[config.mk]
export PLATFORM = sky130hd
export DESIGN_NAME = cfg_connection_block_flat
export DESIGN_NICKNAME = d
export VERILOG_FILES = /design/src/rtl/cfg_connection_block_pkg.sv /design/src/rtl/cfg_connection_block_if.sv /design/src/rtl/cfg_connection_block_shadow_reg.sv /design/src/rtl/cfg_connection_block.sv /design/src/flat_wrapper.sv
export SDC_FILE = /design/constraint.sdc
export NUM_CORES = 1
export LEC_CHECK = 0
export BUFFER_PORTS_ARGS = -buffer_cell sky130_fd_sc_hd__clkbuf_2
export CORE_MARGIN = 2
export CORE_UTILIZATION = 58
export CTS_BUF_LIST = sky130_fd_sc_hd__clkbuf_4 sky130_fd_sc_hd__clkbuf_8
export CTS_CLUSTER_SIZE = 14
export DETAILED_ROUTE_END_ITERATION = 10
export PLACE_DENSITY = 0.79
export SETUP_SLACK_MARGIN = 0.4
export SYNTH_ARGS = -nofsm -noshare
export SYNTH_HDL_FRONTEND = slang
export SYNTH_HIERARCHICAL = 1
export SYNTH_SLANG_ARGS = --single-unit
export TNS_END_PERCENT = 50
[constraint.sdc]
create_clock -name clk -period 1.79 [get_ports clk]
set_clock_uncertainty 0.1 [all_clocks]
set_input_delay 0.2685 -clock clk [delete_from_list [all_inputs] [get_ports clk]]
set_output_delay 0.2685 -clock clk [all_outputs]
set_load 0.02 [all_outputs]
[src/rtl/cfg_connection_block_pkg.sv]
// Shared sizing and config-image layout helpers for the connection block.
// The offset functions define the bit layout and are reused by image builders.
package cfg_cb_pkg;

  typedef enum logic [1:0] {
    OP_HOLD   = 2'd0,
    OP_SHIFT  = 2'd1,
    OP_COMMIT = 2'd2
  } cfg_op_e;

  function automatic int unsigned clog2(input int unsigned v);
    int unsigned r;
    int unsigned p;
    r = 0;
    p = 1;
    while (p < v) begin
      p = p << 1;
      r++;
    end
    return r;
  endfunction

  function automatic int unsigned f_t(input int unsigned ws, input int unsigned wd);
    return 2 * (ws + wd);
  endfunction

  function automatic int unsigned f_seli(input int unsigned t);
    return clog2(t + 1);
  endfunction

  function automatic int unsigned f_selo(input int unsigned nclb, input int unsigned clbout);
    return clog2(nclb * clbout + 1);
  endfunction

  function automatic int unsigned f_cfg_bits(input int unsigned nclb, input int unsigned t,
                                             input int unsigned selo, input int unsigned clbin,
                                             input int unsigned seli);
    return nclb + t * selo + nclb * clbin * seli;
  endfunction

  function automatic int unsigned cin_off(input int unsigned i);
    return i;
  endfunction

  function automatic int unsigned trk_off(input int unsigned nclb, input int unsigned selo,
                                          input int unsigned t);
    return nclb + t * selo;
  endfunction

  function automatic int unsigned in_off(input int unsigned nclb, input int unsigned t,
                                         input int unsigned selo, input int unsigned clbin,
                                         input int unsigned seli, input int unsigned i,
                                         input int unsigned j);
    return nclb + t * selo + (i * clbin + j) * seli;
  endfunction

  function automatic cfg_op_e decode_op(input logic cen, input logic set_in);
    if (!cen) return OP_HOLD;
    return set_in ? OP_COMMIT : OP_SHIFT;
  endfunction

endpackage

[src/rtl/cfg_connection_block_if.sv]
// Serial configuration chain: clock enable, commit strobe, data in and out.
interface cfg_connection_block_if;
  logic cen;
  logic set_in;
  logic shift_in;
  logic shift_out;

  modport master (output cen, output set_in, output shift_in, input shift_out);
  modport slave  (input cen, input set_in, input shift_in, output shift_out);
endinterface

[src/rtl/cfg_connection_block_shadow_reg.sv]
// Staging shift register plus active shadow copy; commit replaces the shift
// for that cycle so the active image only ever changes atomically.
module cfg_shadow_reg
  import cfg_cb_pkg::*;
#(
  parameter int unsigned W = 8
) (
  input  logic         clk,
  input  logic         rst,
  input  logic         i_cen,
  input  logic         i_set,
  input  logic         i_shift,
  output logic [W-1:0] o_active,
  output logic         o_valid,
  output logic         o_shift_out
);

  logic [W-1:0] r_stage;
  logic [W-1:0] r_active;
  logic         r_valid;
  cfg_op_e      w_op;

  assign w_op = decode_op(i_cen, i_set);

  always_ff @(posedge clk or negedge rst) begin
    if (!rst) begin
      r_stage  <= '0;
      r_active <= '0;
      r_valid  <= 1'b0;
    end else begin
      case (w_op)
        OP_SHIFT:  r_stage <= {r_stage[W-2:0], i_shift};
        OP_COMMIT: begin
          r_active <= r_stage;
          r_valid  <= 1'b1;
        end
        default: ;
      endcase
    end
  end

  assign o_active    = r_active;
  assign o_valid     = r_valid;
  assign o_shift_out = r_stage[W-1];

endmodule

[src/rtl/cfg_connection_block.sv]
// Fabric connection block: configurable CLB-input muxes, track drivers and
// carry chain, all driven from a glitch-free shadowed configuration image.
module cfg_connection_block
  import cfg_cb_pkg::*;
#(
  parameter int unsigned WS     = 4,
  parameter int unsigned WD     = 8,
  parameter int unsigned NCLB   = 2,
  parameter int unsigned CLBIN  = 10,
  parameter int unsigned CLBOUT = 5,
  parameter int unsigned CARRY  = 1,
  localparam int unsigned T        = f_t(WS, WD),
  localparam int unsigned SELI     = f_seli(T),
  localparam int unsigned SELO     = f_selo(NCLB, CLBOUT),
  localparam int unsigned CFG_BITS = f_cfg_bits(NCLB, T, SELO, CLBIN, SELI)
) (
  input  logic                    clk,
  input  logic                    rst,
  cfg_connection_block_if.slave   cfg,
  input  logic [T-1:0]            track_in,
  output logic [T-1:0]            track_out,
  output logic [T-1:0]            track_oe,
  input  logic [NCLB*CLBOUT-1:0]  clb_output,
  input  logic [NCLB*CARRY-1:0]   clb_cout,
  output logic [NCLB*CLBIN-1:0]   clb_input,
  output logic [NCLB*CARRY-1:0]   clb_cin,
  input  logic [CARRY-1:0]        carry_in,
  output logic [CARRY-1:0]        carry_out,
  output logic                    cfg_valid
);

  localparam int unsigned     NOUT     = NCLB * CLBOUT;
  localparam logic [SELO-1:0] NOUT_SEL = SELO'(NOUT);

  logic [CFG_BITS-1:0]    w_active;
  logic                   w_valid;
  logic [(1<<SELO)-1:0]   w_out_tbl;
  logic [(1<<SELI)-1:0]   w_in_tbl;

  cfg_shadow_reg #(.W(CFG_BITS)) u_shadow (
    .clk         (clk),
    .rst         (rst),
    .i_cen       (cfg.cen),
    .i_set       (cfg.set_in),
    .i_shift     (cfg.shift_in),
    .o_active    (w_active),
    .o_valid     (w_valid),
    .o_shift_out (cfg.shift_out)
  );

  // Select 0 and out-of-range selects both land on zero-filled table entries.
  always_comb begin
    w_out_tbl = '0;
    w_out_tbl[NOUT:1] = clb_output;
    w_in_tbl = '0;
    w_in_tbl[T:1] = track_in;
  end

  for (genvar t = 0; t < T; t++) begin : g_trk
    logic [SELO-1:0] w_sel;
    assign w_sel        = w_active[trk_off(NCLB, SELO, t) +: SELO];
    assign track_oe[t]  = w_valid & (w_sel != '0) & (w_sel <= NOUT_SEL);
    assign track_out[t] = w_valid & w_out_tbl[w_sel];
  end

  for (genvar i = 0; i < NCLB; i++) begin : g_clb
    for (genvar j = 0; j < CLBIN; j++) begin : g_pin
      logic [SELI-1:0] w_sel;
      assign w_sel = w_active[in_off(NCLB, T, SELO, CLBIN, SELI, i, j) +: SELI];
      assign clb_input[i*CLBIN+j] = w_valid & w_in_tbl[w_sel];
    end
  end

  for (genvar i = 0; i < NCLB; i++) begin : g_cin
    logic [CARRY-1:0] w_src;
    if (i == 0) begin : g_first
      assign w_src = carry_in;
    end else begin : g_chain
      assign w_src = clb_cout[(i-1)*CARRY +: CARRY];
    end
    assign clb_cin[i*CARRY +: CARRY] = (w_valid && w_active[cin_off(i)]) ? w_src : '0;
  end

  assign carry_out = clb_cout[(NCLB-1)*CARRY +: CARRY];
  assign cfg_valid = w_valid;

endmodule

[src/flat_wrapper.sv]
// flat-port wrapper written by rule: the top's interface ports become plain ports
module cfg_connection_block_flat import cfg_cb_pkg::*;
#(
  parameter int unsigned WS     = 4,
  parameter int unsigned WD     = 8,
  parameter int unsigned NCLB   = 2,
  parameter int unsigned CLBIN  = 10,
  parameter int unsigned CLBOUT = 5,
  parameter int unsigned CARRY  = 1,
  localparam int unsigned T        = f_t(WS, WD),
  localparam int unsigned SELI     = f_seli(T),
  localparam int unsigned SELO     = f_selo(NCLB, CLBOUT),
  localparam int unsigned CFG_BITS = f_cfg_bits(NCLB, T, SELO, CLBIN, SELI)
)
  (clk, rst, track_in, track_out, track_oe, clb_output, clb_cout, clb_input, clb_cin, carry_in, carry_out, cfg_valid, cfg_cen, cfg_set_in, cfg_shift_in, cfg_shift_out);
  cfg_connection_block_if cfg_i ();
  input  logic clk;
  input  logic rst;
  input  logic [T-1:0] track_in;
  output logic [T-1:0] track_out;
  output logic [T-1:0] track_oe;
  input  logic [NCLB*CLBOUT-1:0] clb_output;
  input  logic [NCLB*CARRY-1:0] clb_cout;
  output logic [NCLB*CLBIN-1:0] clb_input;
  output logic [NCLB*CARRY-1:0] clb_cin;
  input  logic [CARRY-1:0] carry_in;
  output logic [CARRY-1:0] carry_out;
  output logic cfg_valid;
  input wire logic [$bits(cfg_i.cen)-1:0] cfg_cen;
  input wire logic [$bits(cfg_i.set_in)-1:0] cfg_set_in;
  input wire logic [$bits(cfg_i.shift_in)-1:0] cfg_shift_in;
  output wire logic [$bits(cfg_i.shift_out)-1:0] cfg_shift_out;
  assign cfg_i.cen = cfg_cen;
  assign cfg_i.set_in = cfg_set_in;
  assign cfg_i.shift_in = cfg_shift_in;
  assign cfg_shift_out = cfg_i.shift_out;
  cfg_connection_block #(.WS(WS), .WD(WD), .NCLB(NCLB), .CLBIN(CLBIN), .CLBOUT(CLBOUT), .CARRY(CARRY)) u_core (.clk(clk), .rst(rst), .cfg(cfg_i), .track_in(track_in), .track_out(track_out), .track_oe(track_oe), .clb_output(clb_output), .clb_cout(clb_cout), .clb_input(clb_input), .clb_cin(clb_cin), .carry_in(carry_in), .carry_out(carry_out), .cfg_valid(cfg_valid));
endmodule
# Word level (Yosys, flattened, before mapping)
# Cells that the tools add are included.
# Widths: inputs -> output; s select.
[word_totals]
regBits = 397
latch_bits = 0
ram_bits = 0
mem_bits_ro = 0
output_inout_bits = 73
wordCells = 283
mem_count = 0
[op_classes]
add_sub_neg = 0
n_mul = 0
div_mod_pow = 0
n_lt_le_gt_ge = 68
eq_ne = 2
shifts = 0
n_mux = 92
bitwise_logic = 92
reduce_logical = 26
[ops]
columns = ["op", "n"]
rows = [
  ["$lt 4x5->1 const B", 24],
  ["$lt 5x6->1 const B", 20],
  ["$bmux 1 s5", 20],
  ["$bmux 1 s4", 24],
  ["$le 4x4->1 const B", 24],
  ["$reduce_bool 4->1", 24],
  ["$and 1x1->1", 92],
  ["$mux 1", 46],
  ["$mux 2", 2],
  ["$eq 2x1->1 const B", 1],
  ["$eq 2x2->1 const B", 1],
  ["$logic_and 1x1->1", 2],
]

# Logic depth before layout (Yosys ltp)
[depth]
ltp_word = 3
ltp_mapped = 5

# Cells and area by module
# Netlist, hierarchy kept.
[modules_own_cells]
columns = ["mod", "n_inst", "cells_per_inst", "area_per_inst_um2", "seq_area_each_um2"]
rows = [
  ["cfg_shadow_reg", 1, 839, 14715.4, 9934.5],
  ["cfg_connection_block", 1, 925, 8070.2, 0.0],
]

# Least setup slack after synthesis
# No wires, ideal clock.
[synth_timing]
kind = "reg-to-output"
from = "register u_core.u_shadow.r_active[148], in the netlist u_core/u_shadow/o_active[148]"
to = "output clb_input[10]"
arrival_ps = 1532
setup_slack_ps = -111
path_stages_with_launch = 6
path_buffers = 1
path_cell_list = "dfrtp_1 -> buf_6 -> mux4_1 -> nand3_1 -> nand2_1 -> o311a_1"
[synth_between]
elab_chain_len = 3
[synth_rtl]
columns = ["element", "line", "source"]
rows = [
  ["start, declared", "cfg_connection_block_shadow_reg.sv:19", "logic [W-1:0] r_active;"],
  ["start signal, assigned", "cfg_connection_block_shadow_reg.sv:34", "r_active <= r_stage;"],
  ["$bmux 1 s5", "cfg_connection_block.sv:70", "assign clb_input[i*CLBIN+j] = w_valid & w_in_tbl[w_sel];"],
  ["$mux 1 (implied by the code)", "cfg_connection_block.sv:70", ""],
  ["$and 1x1->1", "cfg_connection_block.sv:70", ""],
  ["end, declared", "flat_wrapper.sv:24", "output logic [NCLB*CLBIN-1:0] clb_input;"],
]
# Every way passes these cells. The select of a mux whose other input is x is not followed.

# Worst setup path in the final report
[layout_timing]
from = "register u_core.u_shadow.r_active[98], in the netlist u_core/u_shadow/o_active[98]"
to = "output clb_input[0]"
# Same word-level chain as after synthesis.

==> results.sh <==
export IMPL_synth_cell_type_count=40
export IMPL_end_kind="primary output"
export IMPL_cts_path_max_buffers=3
export IMPL_yosysTopAreaCell="dfrtp_1"
export IMPL_drt_total_wl_mm=58.9
export IMPL_max_slew_margin_pct=69.3
export IMPL_yosysMostFrequentCell="dfrtp_1"
export IMPL_top_usage_layer="met2"
export IMPL_r2r_cells=3
export IMPL_powerDensity_nw_per_um2=786
export IMPL_min_path_type="in2async"
export IMPL_io_buffers=112
export IMPL_worst_path_buf_inv=1
export IMPL_min_period_ns=2.70
export IMPL_rr_endpoint="u_core/u_shadow/o_active[63]$_DFFE_PN0N_"
export IMPL_routabilityCongestion=0.859
export IMPL_r2r_start="u_core/u_shadow/o_active[63]$_DFFE_PN0N_"
export IMPL_ys_flop_type="dfrtp_1"
export IMPL_combinationalPowerShare_pct=15.0
export IMPL_cts_sinks=397
export IMPL_num_vias=16500
export IMPL_drive_above_1_share_pct=50.4
export IMPL_drtPass1Iterations=5
export IMPL_syn_to_final_growth_pct=22.1
export IMPL_synth_area_leaders="dfrtp_1 (44%), mux2_2 (15%), mux4_1 (8.9%), mux2i_1 (5.8%), mux2_1 (4.9%)"
export IMPL_worst_pin_slew_ns=0.461
export IMPL_use_met3_pct=7.03
export IMPL_netlist_instances=1764
export IMPL_htree_num_levels=3
export IMPL_crit_path_cell_trace="mux4_2 -> nand2_1 -> o211ai_1 -> and4b_2 -> clkbuf_2"
export IMPL_nets=2017
export IMPL_p_switching_mw=5.78
export IMPL_cp_max_fo=6
export IMPL_die_x_um=202
export IMPL_antenna_found_initial=0
export IMPL_yosysSeqAreaShare_pct=43.6
export IMPL_grt_pass1_vias=17300
export IMPL_place_hpwl_mm=36.4
export IMPL_synth_nets=1806
export IMPL_cp_required_ns=1.42
export IMPL_critPathTopFamily="multiplexers"
export IMPL_synth_seq_cells=397
export IMPL_design_core_area_um2=38700
export IMPL_n_antenna_cell=0
export IMPL_yosysWarnings=6
export IMPL_wl_per_cell_um=23.2
export IMPL_grt_max_degree=51
export IMPL_gr_total_overflow=0
export IMPL_routed_via_density=6.48
export IMPL_met1_usage_pct=36.3
export IMPL_p_seq_share_pct=44.3
export IMPL_max_vdd_ir_drop_v=0.00111
export IMPL_ios=115
export IMPL_swShare_pct=26.4
export IMPL_use_met2_pct=47.2
export IMPL_drc=0
export IMPL_syn_area_um2=22800
export IMPL_insertion_delay_ns=0.65
export IMPL_synthTopCellsByCount="dfrtp_1 (397), mux2_2 (300), mux2i_1 (131)"
export IMPL_dp_cells=2414
export IMPL_num_rows=72
export IMPL_detail_route_iter0_violations=1139
export IMPL_slew_violations=0
export IMPL_fin_ws_ns=-0.905
export IMPL_finalHoldViolCount=0
export IMPL_setup_violations=71
export IMPL_p_int_mw=16.1
export IMPL_arrival_ns=2.33
export IMPL_slowest_delay_ns=0.55
export IMPL_rrSetupSlack_ns=0.57
export IMPL_synthArstFlopShare_pct=100
export IMPL_start_util_pct=58.8
export IMPL_crit_slowest_cell="mux4_2"
export IMPL_cts_tree="yes"
export IMPL_crit_type="reg2out"
export IMPL_synth_enable_flop_cells=0
export IMPL_clkPwrFrac_pct=40.7
export IMPL_fin_crit_sh_pct=151
export IMPL_start_kind="register"
export IMPL_rsz0062_at_grt="true"
export IMPL_avgSynthCellArea_um2=12.9
export IMPL_cts_root_buf="clkbuf_8"
export IMPL_grt_usage_pct=28.8
export IMPL_max_freq_ghz=0.371
export IMPL_maxCapViolations=0
export IMPL_layoutNonFillerInstCount=2543
export IMPL_grt_pass1_wl_mm=93.2
export IMPL_path_clk_slew_ns=0.06
export IMPL_startpoint="u_core/u_shadow/o_active[98]$_DFFE_PN0N_"
export IMPL_outcome="complete, but fails checks"
export IMPL_synth_top_cell_area_share_pct=43.6
export IMPL_dieArea_um2=40900
export IMPL_die_h_um=202
export IMPL_drtAntennaViolNets=0
export IMPL_cts_buffers=67
export IMPL_violations="negative setup slack"
export IMPL_p_leak_nw=12.7
export IMPL_setup_tns_ns=-44.75
final cells by class:
type / instances / area [um^2]
clock buffers: 107 / 1360
clock inverters: 12 / 125
fillers: 2466 / 10900
inverters: 5 / 18.8
multi-input cells: 1179 / 12300
flip-flops and latches: 397 / 9990
well taps: 518 / 648
repair buffers: 325 / 3360
metal layers:
layer	vias to the layer above	wire, um
met5	-	0
met4	0	2130
met3	180	4930
met2	787	28800
met1	8423	23100
li1	7099	-
worst max-delay path by stage:
stage,endpoint,depth (start not counted)
after global placement,clb_input[9],5
after detailed placement,clb_input[18],5
after floorplan,clb_input[10],5
final,clb_input[0],5
after CTS,clb_input[18],5
after global routing,clb_input[0],5
cells in the final DEF (no fill, tap or decap), drive strengths merged, types with 25 or more instances in the layout:
cell type  netlist  layout
a21oi           78      78
dfrtp          397     397
nand2          100     100
mux2           400     400
clkbuf          92     174
nor2b           25      25
nand2b          25      25
buf             91     256
mux4           103     103
o41ai           32      32
o21ai           26      26
nor2            37      37
mux2i          131     131
a21o            41      41
per-stage QoR:
step | cell area [um^2] | worst slack, ns | power, mW | hold slack, ns | utilization [%]
2_1_floorplan | 23100 | -0.0377 | 11.5 | -0.127 | -
3_3_place_gp | 25500 | -0.274 | 12.7 | 0.135 | 65.7
3_5_place_dp | 25500 | -0.314 | 12.8 | 0.138 | 65.7
4_1_cts | 27500 | -0.909 | 21.9 | 0.0500 | 71.0
5_1_grt | 27800 | -0.973 | 22.7 | 0.0877 | 71.8
6_report | 27800 | -0.905 | 21.9 | 0.0662 | 71.8
state kept, by name (all words and copies together), names as in the netlist:
| register | count |
|---|---|
| u_core/u_shadow/o_active | 198 |
| u_core/u_shadow/o_valid | 1 |
| u_core/u_shadow/r_stage | 198 |
what timing repair did:
item | 4_1_cts | 5_1_grt
setup endpoints to repair | 72 | 72
gates resized for setup | 146 | 140
hold endpoints to repair | 398 | 0
buffers inserted | 7 | 1
pin swaps | 12 | 16
hold buffers | 2 | 0
cell families after synthesis:
logic type	synth area share (%)
and+or+nand+nor	5.94
DFF	43.6
buffers and inverters	4.64
AOI/OAI and AO/OA	8.85
muxes	37.0
power groups by stage:
stage | combinational [mW] | clock [mW] | sequential (mW)
detailed placement | 2.97 | 0 | 9.83
finish | 3.28 | 8.89 | 9.69
global placement | 2.90 | 0 | 9.81
CTS | 3.15 | 9.06 | 9.67
floorplan | 1.85 | 0 | 9.67
global route | 3.46 | 9.50 | 9.74
Note: power is estimated with default switching activity, not from simulation.
